`src/rtl/pipe_ctrl.sv`:
```
// pipe_ctrl -- central pipeline sequencer for the 5-stage core.
//
// Merges per-stage stall requests, multi-cycle EX operations and
// exception/redirect flushes into one stall vector and one flush strobe.
// stall/flush/new_pc are combinational so they act in the same cycle;
// multi-cycle sequencing lives in a two-state FSM plus a down-counter.
//
// Ports:
//   clk, rst        clock, synchronous active-high reset
//   stallreq_if     fetch not ready (level)
//   stallreq_id     load-use hazard (level)
//   stallreq_ex     EX single-extra-cycle stall (level)
//   stallreq_mem    data memory not ready (level)
//   mcyc_start      pulse: EX begins a multi-cycle op
//   mcyc_len        total stall cycles for that op
//   flush_req       exception/redirect from MEM (level)
//   flush_pc        handler/redirect address
//   stall[5:0]      bit0 PC, bit1 IF, bit2 ID, bit3 EX, bit4 MEM, bit5 WB
//   flush           clear all inter-stage registers this cycle
//   new_pc          PC to load when flush=1 (0 otherwise)
//   mcyc_busy       FSM in MCYC state
//   mcyc_done       one-cycle pulse after a multi-cycle op completes
//   stall_cnt       cycles with stall!=0 (PIPE_CTRL_PERF_EN only, else 0)
//   flush_cnt       number of flushes    (PIPE_CTRL_PERF_EN only, else 0)
//
// Optional feature macro: PIPE_CTRL_PERF_EN enables the saturating
// performance counters; when undefined no counter registers are built.

module pipe_ctrl #(
  parameter int MCYC_W = 6,
  parameter int CNT_W  = 32
) (
  input  logic              clk,
  input  logic              rst,
  input  logic              stallreq_if,
  input  logic              stallreq_id,
  input  logic              stallreq_ex,
  input  logic              stallreq_mem,
  input  logic              mcyc_start,
  input  logic [MCYC_W-1:0] mcyc_len,
  input  logic              flush_req,
  input  logic [31:0]       flush_pc,
  output logic [5:0]        stall,
  output logic              flush,
  output logic [31:0]       new_pc,
  output logic              mcyc_busy,
  output logic              mcyc_done,
  output logic [CNT_W-1:0]  stall_cnt,
  output logic [CNT_W-1:0]  flush_cnt
);

  localparam logic [0:0] ST_RUN  = 1'b0;
  localparam logic [0:0] ST_MCYC = 1'b1;

  localparam logic [5:0] STALL_NONE = 6'b000000;
  localparam logic [5:0] STALL_IF   = 6'b000011;
  localparam logic [5:0] STALL_ID   = 6'b000111;
  localparam logic [5:0] STALL_EX   = 6'b001111;
  localparam logic [5:0] STALL_MEM  = 6'b011111;

  logic [0:0]        state_q, state_d;
  logic [MCYC_W-1:0] cnt_q, cnt_d;
  logic              done_q, done_d;
  logic              ex_hold_s;
  logic [5:0]        stall_s;
  logic              flush_s;
  logic [31:0]       new_pc_s;

  // Multi-cycle FSM next state; a flush aborts any op without a done pulse.
  always_comb begin
    state_d   = state_q;
    cnt_d     = cnt_q;
    done_d    = 1'b0;
    ex_hold_s = 1'b0;
    if (flush_req) begin
      state_d = ST_RUN;
      cnt_d   = {MCYC_W{1'b0}};
    end else begin
      case (state_q)
        ST_RUN: begin
          if (mcyc_start && (mcyc_len != {MCYC_W{1'b0}})) begin
            ex_hold_s = 1'b1;
            if (mcyc_len == MCYC_W'(1'b1)) begin
              done_d = 1'b1;
            end else begin
              // This cycle already counts as the first stall, and the
              // counter==0 cycle stalls too, hence the -2.
              state_d = ST_MCYC;
              cnt_d   = mcyc_len - MCYC_W'(2'd2);
            end
          end else begin
            ex_hold_s = 1'b0;
          end
        end
        ST_MCYC: begin
          // Any mcyc_start here is ignored: EX is frozen.
          ex_hold_s = 1'b1;
          if (cnt_q != {MCYC_W{1'b0}}) begin
            cnt_d = cnt_q - MCYC_W'(1'b1);
          end else begin
            state_d = ST_RUN;
            done_d  = 1'b1;
          end
        end
        default: begin
          state_d = ST_RUN;
          cnt_d   = {MCYC_W{1'b0}};
        end
      endcase
    end
  end

  // Stall/flush priority resolution: flush, mem, ex/mcyc, id, if.
  always_comb begin
    stall_s  = STALL_NONE;
    flush_s  = 1'b0;
    new_pc_s = 32'h0000_0000;
    if (rst) begin
      stall_s  = STALL_NONE;
      flush_s  = 1'b0;
      new_pc_s = 32'h0000_0000;
    end else if (flush_req) begin
      flush_s  = 1'b1;
      new_pc_s = flush_pc;
    end else if (stallreq_mem) begin
      stall_s = STALL_MEM;
    end else if (ex_hold_s || stallreq_ex) begin
      stall_s = STALL_EX;
    end else if (stallreq_id) begin
      stall_s = STALL_ID;
    end else if (stallreq_if) begin
      stall_s = STALL_IF;
    end else begin
      stall_s = STALL_NONE;
    end
  end

  // FSM, counter and done-pulse registers.
  always_ff @(posedge clk) begin
    if (rst) begin
      state_q <= ST_RUN;
      cnt_q   <= {MCYC_W{1'b0}};
      done_q  <= 1'b0;
    end else begin
      state_q <= state_d;
      cnt_q   <= cnt_d;
      done_q  <= done_d;
    end
  end

  assign stall     = stall_s;
  assign flush     = flush_s;
  assign new_pc    = new_pc_s;
  assign mcyc_busy = (state_q == ST_MCYC);
  assign mcyc_done = done_q;

`ifdef PIPE_CTRL_PERF_EN
  logic [CNT_W-1:0] stall_cnt_q, stall_cnt_d;
  logic [CNT_W-1:0] flush_cnt_q, flush_cnt_d;

  // Saturating event counters; stall_s/flush_s are already 0 during rst.
  always_comb begin
    stall_cnt_d = stall_cnt_q;
    flush_cnt_d = flush_cnt_q;
    if ((stall_s != STALL_NONE) && (stall_cnt_q != {CNT_W{1'b1}})) begin
      stall_cnt_d = stall_cnt_q + {{(CNT_W-1){1'b0}}, 1'b1};
    end else begin
      stall_cnt_d = stall_cnt_q;
    end
    if (flush_s && (flush_cnt_q != {CNT_W{1'b1}})) begin
      flush_cnt_d = flush_cnt_q + {{(CNT_W-1){1'b0}}, 1'b1};
    end else begin
      flush_cnt_d = flush_cnt_q;
    end
  end

  // Performance counter registers.
  always_ff @(posedge clk) begin
    if (rst) begin
      stall_cnt_q <= {CNT_W{1'b0}};
      flush_cnt_q <= {CNT_W{1'b0}};
    end else begin
      stall_cnt_q <= stall_cnt_d;
      flush_cnt_q <= flush_cnt_d;
    end
  end

  assign stall_cnt = stall_cnt_q;
  assign flush_cnt = flush_cnt_q;
`else
  assign stall_cnt = {CNT_W{1'b0}};
  assign flush_cnt = {CNT_W{1'b0}};
`endif

endmodule

```
`config.mk`:
```
export PLATFORM = sky130hd
export DESIGN_NAME = pipe_ctrl
export DESIGN_NICKNAME = d
export VERILOG_FILES = /design/src/rtl/pipe_ctrl.sv
export SDC_FILE = /design/constraint.sdc
export NUM_CORES = 1
export LEC_CHECK = 0
export CORE_ASPECT_RATIO = 1.25
export CORE_MARGIN = 2
export CORE_UTILIZATION = 30
export CTS_BUF_LIST = sky130_fd_sc_hd__clkbuf_16
export CTS_CLUSTER_DIAMETER = 80
export DETAILED_ROUTE_END_ITERATION = 7
export PLACE_DENSITY = 0.87
export REMOVE_ABC_BUFFERS = 1
export SLEW_MARGIN = 10
export SYNTH_ARGS = -nofsm -noshare
export SYNTH_HDL_FRONTEND = slang
export SYNTH_SLANG_ARGS = --single-unit
```
`constraint.sdc`:
```
create_clock -name clk -period 4.7 [get_ports clk]
set_clock_uncertainty 0.15 [all_clocks]
set_input_delay 1.41 -clock clk [delete_from_list [all_inputs] [get_ports clk]]
set_output_delay 1.41 -clock clk [all_outputs]
set_load 0.02 [all_outputs]
```
==> results of run 1 <==
-- cell usage in the layout, fill, tap and decap left out, drive strengths merged, types with 5 or more instances in the layout --
master and instances:
clkdlybuf4s50 81, conb 65, and2 33, buf 12
a21oi 9, dfxtp 8, nor2 5, inv 5
o21ai 5
-- worst max-delay path, stage by stage --
cell             delay [ns]
clkdlybuf4s50_1        0.49
nor2b_2                0.19
buf_12                 0.17
and2_1                 0.18
clkdlybuf4s50_1        0.62
-- path summary, 6_finish.rpt --
kind                                 to  slack, ns                   from  cells past startpoint
setup / recovery             new_pc[22]       0.08              flush_req                      5
hold / removal    cnt_q[1]$_SDFFE_PP0P_       0.34  cnt_q[1]$_SDFFE_PP0P_                      2
setup reg to reg  cnt_q[4]$_SDFFE_PP0P_       3.05  cnt_q[0]$_SDFFE_PP0P_                      6
hold reg to reg   cnt_q[1]$_SDFFE_PP0P_       0.34  cnt_q[1]$_SDFFE_PP0P_                      2
-- power by group through the flow --
stage	Sequential, uW	Clock, uW	Combinational (uW)
final	74.0	146	192
after global routing	74.4	152	205
after CTS	73.9	148	191
after detailed placement	75.0	0	191
after global placement	74.7	0	189
after floorplan	76.6	0	103
-- cell families after synthesis --
logic type / synth area share
buf+inv: 0.3979
simple gates: 0.2470
compound gates: 0.1845
flops: 0.1193
fa+ha+maj: 0.02796
xor+xnor: 0.01305
other cells: 0.002793
mux: 0.007456
-- per-layer routing --
| metal | wire length [um] | vias up |
|---|---|---|
| met1 | 1496 | 603 |
| li1 | - | 649 |
| met3 | 530 | 7 |
| met2 | 1817 | 103 |
| met5 | 0 | - |
| met4 | 70 | 0 |
-- registers in the layout (all words and copies together), names as in the netlist --
register   count
mcyc_busy      1
cnt_q          6
mcyc_done      1
-- through the flow --
step	power, uW	std cells	TNS (ns)
final	412.5	329	0
after global routing	431.1	329	-0.01923
after CTS	413.6	329	0
after detailed placement	265.6	326	-0.7244
after global placement	263.7	326	-0.5754
after floorplan	179.3	171	0
-- layout make-up --
type / count / share of cell area
Timing Repair Buffer: 97 / 0.4352
Multi-Input combinational cell: 158 / 0.4144
Sequential cell: 8 / 0.07378
Clock buffer: 3 / 0.03458
Tap cell: 58 / 0.03343
Inverter: 5 / 0.008646
-- timing repair --
item	CTS	global route
gates cloned	0	0
setup endpoints to repair	4	3
buffers inserted	0	0
pin swaps	0	0
gates resized for setup	6	1
hold endpoints to repair	0	0
==> run_summary.xml, run 1 <==
<?xml version="1.0" encoding="UTF-8"?>
<metrics>
  <group name="clock_network">
    <metric name="cts-hold-fix-buffers" unit="">0</metric>
    <metric name="tritoncts.num_buffers" unit="">3</metric>
    <metric name="cts.path.max_buffers" unit="">2</metric>
    <metric name="cts_tree" unit="">yes</metric>
    <metric name="clk-insertion-delay-late" unit="ns">0.24</metric>
    <metric name="ctsHtreeMaxLevel" unit="">1</metric>
    <metric name="ctsRootBufferMaster" unit="">clkbuf_16</metric>
    <metric name="clk_transition_reported_paths" unit="ns">0.04</metric>
    <metric name="tritoncts_sinks" unit="">8</metric>
  </group>
  <group name="yosys">
    <metric name="synth.yosys.warnings" unit="">0</metric>
    <metric name="most_common_library_cells_after_synthesis" unit="">66 x buf_4, 33 x and2_1, 8 x a21oi_1, 8 x dfxtp_1, 5 x nor2_1</metric>
    <metric name="ys_types" unit="">44</metric>
    <metric name="postSynth.topFlopCell" unit="">dfxtp_1</metric>
    <metric name="synth_area" unit="mm2">0.001343</metric>
    <metric name="synth_edf_count" unit="">0</metric>
    <metric name="ys_async_sr_fraction" unit="">0</metric>
    <metric name="cell_taking_the_most_area_after_synthesis" unit="">buf_4</metric>
    <metric name="seq_area_frac_synth" unit="">0.1193</metric>
    <metric name="post-synth-top-count-cell" unit="">buf_4</metric>
    <metric name="synthCells" unit="">178</metric>
    <metric name="leading_cell_types_by_total_area_after_synthesis" unit="">buf_4 37%, and2_1 15%, dfxtp_1 12%</metric>
    <metric name="synthesis.area_per_instance" unit="um2">7.542</metric>
    <metric name="synth_top_cell_area_share" unit="">0.3691</metric>
    <metric name="yosys_register_bits" unit="">8</metric>
  </group>
  <group name="critical_path">
    <metric name="worst-setup-path-type" unit="">input pin to output pin</metric>
    <metric name="critical_path.max_fanout" unit="">33</metric>
    <metric name="worst-endpoint-required" unit="ns">3.14</metric>
    <metric name="timing.critical_path.from_type" unit="">input pin</metric>
    <metric name="crit_path_end_kind" unit="">output pin</metric>
    <metric name="arrival" unit="ns">3.06</metric>
  </group>
  <group name="grt">
    <metric name="gr-usage-met1" unit="">0.1872</metric>
    <metric name="wire_length_of_the_first_global_routing_pass" unit="um">5975</metric>
    <metric name="pin_count_of_the_biggest_net_entering_global_routing" unit="">34</metric>
    <metric name="grt_util_met3" unit="">0.04816</metric>
    <metric name="grt_most_used_layer" unit="">met2</metric>
    <metric name="total_global_routing_overflow" unit="">0</metric>
    <metric name="first_global_vias" unit="">1194</metric>
    <metric name="globalRouteMet2Util" unit="">0.2333</metric>
    <metric name="grt_antenna_before_repair" unit="">0</metric>
    <metric name="total_global_routing_track_utilization" unit="">0.1479</metric>
  </group>
  <group name="floorplanning">
    <metric name="die_area" unit="mm2">0.005030</metric>
    <metric name="die_x" unit="um">63.84</metric>
    <metric name="starting_density" unit="">0.3081</metric>
    <metric name="rows" unit="">27</metric>
    <metric name="die_h" unit="um">78.79</metric>
    <metric name="core_ar" unit="mm2">0.004358</metric>
    <metric name="design.portCount" unit="">151</metric>
  </group>
  <group name="cells_and_area">
    <metric name="multi_input_area" unit="um2">899.6</metric>
    <metric name="num_antenna_cells" unit="">0</metric>
    <metric name="fin_nets" unit="">322</metric>
    <metric name="syn2layout_area_growth" unit="%">61.70</metric>
    <metric name="postLayoutCoreUtil" unit="">0.4981</metric>
    <metric name="n_fill_cell" unit="">395</metric>
    <metric name="sequential_area" unit="um2">160.2</metric>
    <metric name="final_layout_size_suffix_gt1_frac" unit="">0.1033</metric>
    <metric name="fin_area" unit="mm2">0.002171</metric>
  </group>
  <group name="sta">
    <metric name="maxSlewViolCount" unit="">0</metric>
    <metric name="finalHoldViolCount" unit="">0</metric>
    <metric name="timing.hold.ws" unit="ns">0.3360</metric>
    <metric name="timing.fmax" unit="MHz">216.7</metric>
    <metric name="period_needed" unit="ns">4.615</metric>
    <metric name="timing.final.setup_violations" unit="">0</metric>
    <metric name="post-route-period-util" unit="">0.9820</metric>
    <metric name="final.setup.worst_slack" unit="ns">0.08482</metric>
    <metric name="setup_repair_after_global_routing_missed_its_margin" unit="">true</metric>
  </group>
  <group name="flow_run">
    <metric name="max-cap-violations" unit="">0</metric>
  </group>
  <group name="pwr">
    <metric name="power_report.internal_total" unit="uW">264.4</metric>
    <metric name="power.ir.vdd_worst" unit="V">0.0001598</metric>
    <metric name="power.clock.fraction" unit="">0.355</metric>
    <metric name="p_per_area" unit="mW/mm2">190.0</metric>
    <metric name="share_comb_of_total_power" unit="">0.465</metric>
    <metric name="power_leakage" unit="uW">0.0009541</metric>
    <metric name="sw_frac_of_total" unit="">0.3589</metric>
    <metric name="sequentialPowerShare" unit="">0.179</metric>
    <metric name="switching_power" unit="uW">148.0</metric>
  </group>
  <group name="detailed_routing">
    <metric name="detail_route.drc_violations" unit="">0</metric>
    <metric name="detail_route.wl_per_cell" unit="um">11.90</metric>
    <metric name="route.antenna.remaining_nets" unit="">0</metric>
    <metric name="vias" unit="">1362</metric>
    <metric name="drt_initial_violations" unit="">63</metric>
    <metric name="route.detailed.vias_per_inst" unit="">4.140</metric>
    <metric name="first_pass_iters" unit="">4</metric>
    <metric name="wirelength" unit="um">3915</metric>
  </group>
  <group name="place">
    <metric name="routabilityCongestion" unit="">0.7839</metric>
    <metric name="place_ws" unit="ns">-0.2776</metric>
    <metric name="dpl.hpwl" unit="um">3197</metric>
    <metric name="place.port_buffers" unit="">85</metric>
    <metric name="dpl-instance-area" unit="mm2">0.002096</metric>
  </group>
  <group name="min_path">
    <metric name="worstHoldPathType" unit="">flip-flop to flip-flop</metric>
  </group>
  <group name="status">
    <metric name="outcome" unit="">complete, no violations</metric>
  </group>
</metrics>
Note: power is estimated with default switching activity, not from simulation.
==> inputs of run 2 (changes only) <==
- GPL_TIMING_DRIVEN: unset -> 0
- REMOVE_ABC_BUFFERS: 1 -> unset
==> run_summary.xml, run 2 (same netlist as run 1, synthesis figures left out) <==
<?xml version="1.0" encoding="UTF-8"?>
<metrics>
  <group name="status">
    <metric name="outcome" unit="">complete, no violations</metric>
  </group>
  <group name="cells_and_area">
    <metric name="num_antenna_cells" unit="">0</metric>
    <metric name="syn2layout_area_growth" unit="%">98.42</metric>
    <metric name="instances_no_fill" unit="">389</metric>
    <metric name="largest_reg_flops" unit="">6</metric>
    <metric name="postLayoutCoreUtil" unit="">0.6113</metric>
    <metric name="fin_nets" unit="">382</metric>
    <metric name="layout.cells.most_common" unit="">buf_4</metric>
    <metric name="layout.cells.most_common_list" unit="">67 x buf_4, 65 x conb_1, 52 x clkdlybuf4s50_1, 33 x and2_1, 27 x dlymetal6s2s_1</metric>
    <metric name="regMostFlops" unit="">cnt_q</metric>
    <metric name="final_layout_size_suffix_gt1_frac" unit="">0.2719</metric>
  </group>
  <group name="critical_path">
    <metric name="worst-setup-path-type" unit="">input pin to output pin</metric>
    <metric name="timing.critical_path.slowest_cell_delay" unit="ns">0.59</metric>
    <metric name="critical-path-slowest-cell" unit="">or4_4</metric>
    <metric name="crit_path_end_kind" unit="">output pin</metric>
    <metric name="worst-endpoint-required" unit="ns">3.14</metric>
    <metric name="cp_cell_sequence" unit="">clkdlybuf4s50_1 -&gt; or4_4 -&gt; o31ai_4 -&gt; a21oi_1 -&gt; a21o_1 -&gt; buf_2</metric>
    <metric name="arrival" unit="ns">3.09</metric>
    <metric name="timing.critical_path.from_type" unit="">input pin</metric>
    <metric name="critical_path.max_fanout" unit="">3</metric>
    <metric name="depth_of_the_most_critical_reg_to_reg_path" unit="">6</metric>
  </group>
  <group name="place">
    <metric name="place.port_buffers" unit="">85</metric>
    <metric name="routabilityCongestion" unit="">0.9026</metric>
    <metric name="place.detailed.instances" unit="">385</metric>
    <metric name="dpl.hpwl" unit="um">4007</metric>
  </group>
  <group name="clock_network">
    <metric name="clk_transition_reported_paths" unit="ns">0.04</metric>
    <metric name="cts-hold-fix-buffers" unit="">0</metric>
    <metric name="ctsRootBufferMaster" unit="">clkbuf_16</metric>
    <metric name="cts.path.max_buffers" unit="">2</metric>
    <metric name="clk-insertion-delay-late" unit="ns">0.24</metric>
    <metric name="cts_tree" unit="">yes</metric>
    <metric name="tritoncts_sinks" unit="">8</metric>
    <metric name="ctsHtreeMaxLevel" unit="">1</metric>
    <metric name="tritoncts.num_buffers" unit="">3</metric>
  </group>
  <group name="grt">
    <metric name="first_global_vias" unit="">1399</metric>
    <metric name="total_global_routing_track_utilization" unit="">0.1847</metric>
    <metric name="total_global_routing_overflow" unit="">0</metric>
    <metric name="grt_antenna_before_repair" unit="">0</metric>
    <metric name="wire_length_of_the_first_global_routing_pass" unit="um">7141</metric>
    <metric name="pin_count_of_the_biggest_net_entering_global_routing" unit="">11</metric>
  </group>
  <group name="pwr">
    <metric name="power.ir.vdd_worst" unit="V">0.0001554</metric>
    <metric name="p_per_area" unit="mW/mm2">169.6</metric>
    <metric name="power.clock.fraction" unit="">0.328</metric>
    <metric name="share_comb_of_total_power" unit="">0.507</metric>
    <metric name="power_leakage" unit="uW">0.001724</metric>
    <metric name="power_report.internal_total" unit="uW">293.4</metric>
    <metric name="sw_frac_of_total" unit="">0.3505</metric>
    <metric name="switching_power" unit="uW">158.4</metric>
    <metric name="sequentialPowerShare" unit="">0.165</metric>
  </group>
  <group name="detailed_routing">
    <metric name="route.detailed.vias_per_inst" unit="">3.923</metric>
    <metric name="detail_route.drc_violations" unit="">0</metric>
    <metric name="wirelength" unit="um">4989</metric>
    <metric name="first_pass_iters" unit="">4</metric>
    <metric name="detail_route.wl_per_cell" unit="um">12.83</metric>
    <metric name="route.antenna.remaining_nets" unit="">0</metric>
    <metric name="vias" unit="">1526</metric>
    <metric name="drt_initial_violations" unit="">51</metric>
  </group>
  <group name="flow_run">
    <metric name="max-cap-violations" unit="">0</metric>
  </group>
  <group name="min_path">
    <metric name="holdPathStages" unit="">2</metric>
    <metric name="worstHoldPathType" unit="">flip-flop to flip-flop</metric>
  </group>
  <group name="sta">
    <metric name="maxSlewViolCount" unit="">0</metric>
    <metric name="timing.final.setup_violations" unit="">0</metric>
    <metric name="finalHoldViolCount" unit="">0</metric>
    <metric name="post-route-period-util" unit="">0.9893</metric>
    <metric name="setup_repair_after_global_routing_missed_its_margin" unit="">false</metric>
    <metric name="timing.fmax" unit="MHz">215.1</metric>
    <metric name="period_needed" unit="ns">4.650</metric>
    <metric name="setup_tns" unit="ns">0</metric>
  </group>
  <group name="floorplanning">
    <metric name="die_area" unit="mm2">0.005030</metric>
    <metric name="die_h" unit="um">78.79</metric>
    <metric name="rows" unit="">27</metric>
    <metric name="die_x" unit="um">63.84</metric>
    <metric name="starting_density" unit="">0.3081</metric>
    <metric name="design.portCount" unit="">151</metric>
    <metric name="core_ar" unit="mm2">0.004358</metric>
  </group>
</metrics>
==> run 2: cell type report <==
class	instances	area, um2
Buffer	71	521.8
Clock buffer	3	75.07
Tap cell	58	72.57
Inverter	5	18.77
Timing Repair Buffer	86	908.4
Sequential cell	8	160.2
Multi-Input combinational cell	158	907.1
Fill cell	388	1694
==> run 2: stage by stage <==
step	hold slack [ns]	cell area (um2)	setup WS, ns	power [uW]
3_3_place_gp	0.3197	2506	-0.3860	299.8
6_report	0.3384	2664	0.05022	451.8
5_1_grt	0.3872	2664	0.008466	471.9
4_1_cts	0.3392	2594	0.003621	451.4
2_1_floorplan	0.3022	1583	0.4804	222.8
3_5_place_dp	0.3283	2506	-0.3998	301.4
==> run 2: power by group through the flow <==
stage / registers (uW) / logic, uW / clock network (uW)
6_report: 74.8 / 229 / 148
5_1_grt: 75.4 / 244 / 152
4_1_cts: 74.6 / 227 / 150
3_5_place_dp: 75.6 / 226 / 0
3_3_place_gp: 75.6 / 224 / 0
2_1_floorplan: 75.7 / 147 / 0
==> run 2: worst paths after layout <==
path | slack, ns | endpoint | start
worst min-delay path | 0.34 | cnt_q[1]$_SDFFE_PP0P_ | cnt_q[1]$_SDFFE_PP0P_
worst max register to register | 3.03 | cnt_q[1]$_SDFFE_PP0P_ | cnt_q[0]$_SDFFE_PP0P_
worst min register to register | 0.34 | cnt_q[1]$_SDFFE_PP0P_ | cnt_q[1]$_SDFFE_PP0P_
worst max-delay path | 0.05 | stall[2] | mcyc_len[4]
==> run 2: per-layer routing <==
| layer | wire length, um | global-route usage | vias up |
|---|---|---|---|
| met1 | 1666 | 0.1846 | 648 |
| met4 | 78 | 0.06522 | 0 |
| met3 | 898 | 0.1190 | 7 |
| met2 | 2346 | 0.3073 | 104 |
| met5 | 0 | 0 | - |
| li1 | - | - | 767 |
==> run 2: what timing repair did <==
item                                    4_1_cts  5_1_grt
resized for setup                            18       34
hold endpoints to repair                      0        0
pin swaps                                     2        0
endpoints found under the setup margin       34       30
setup buffers                                 1        0
==> run 2: critical path, delay by kind of cell <==
kind,cells,cell delay [ns]
compound gates,3,0.50
simple gates,1,0.59
buf+inv,2,0.60
==> inputs of run 3 (changes only) <==
- CAP_MARGIN: unset -> 20
==> results of run 3 <==
Final layout, timing and power as in run 2 (identical DEF).
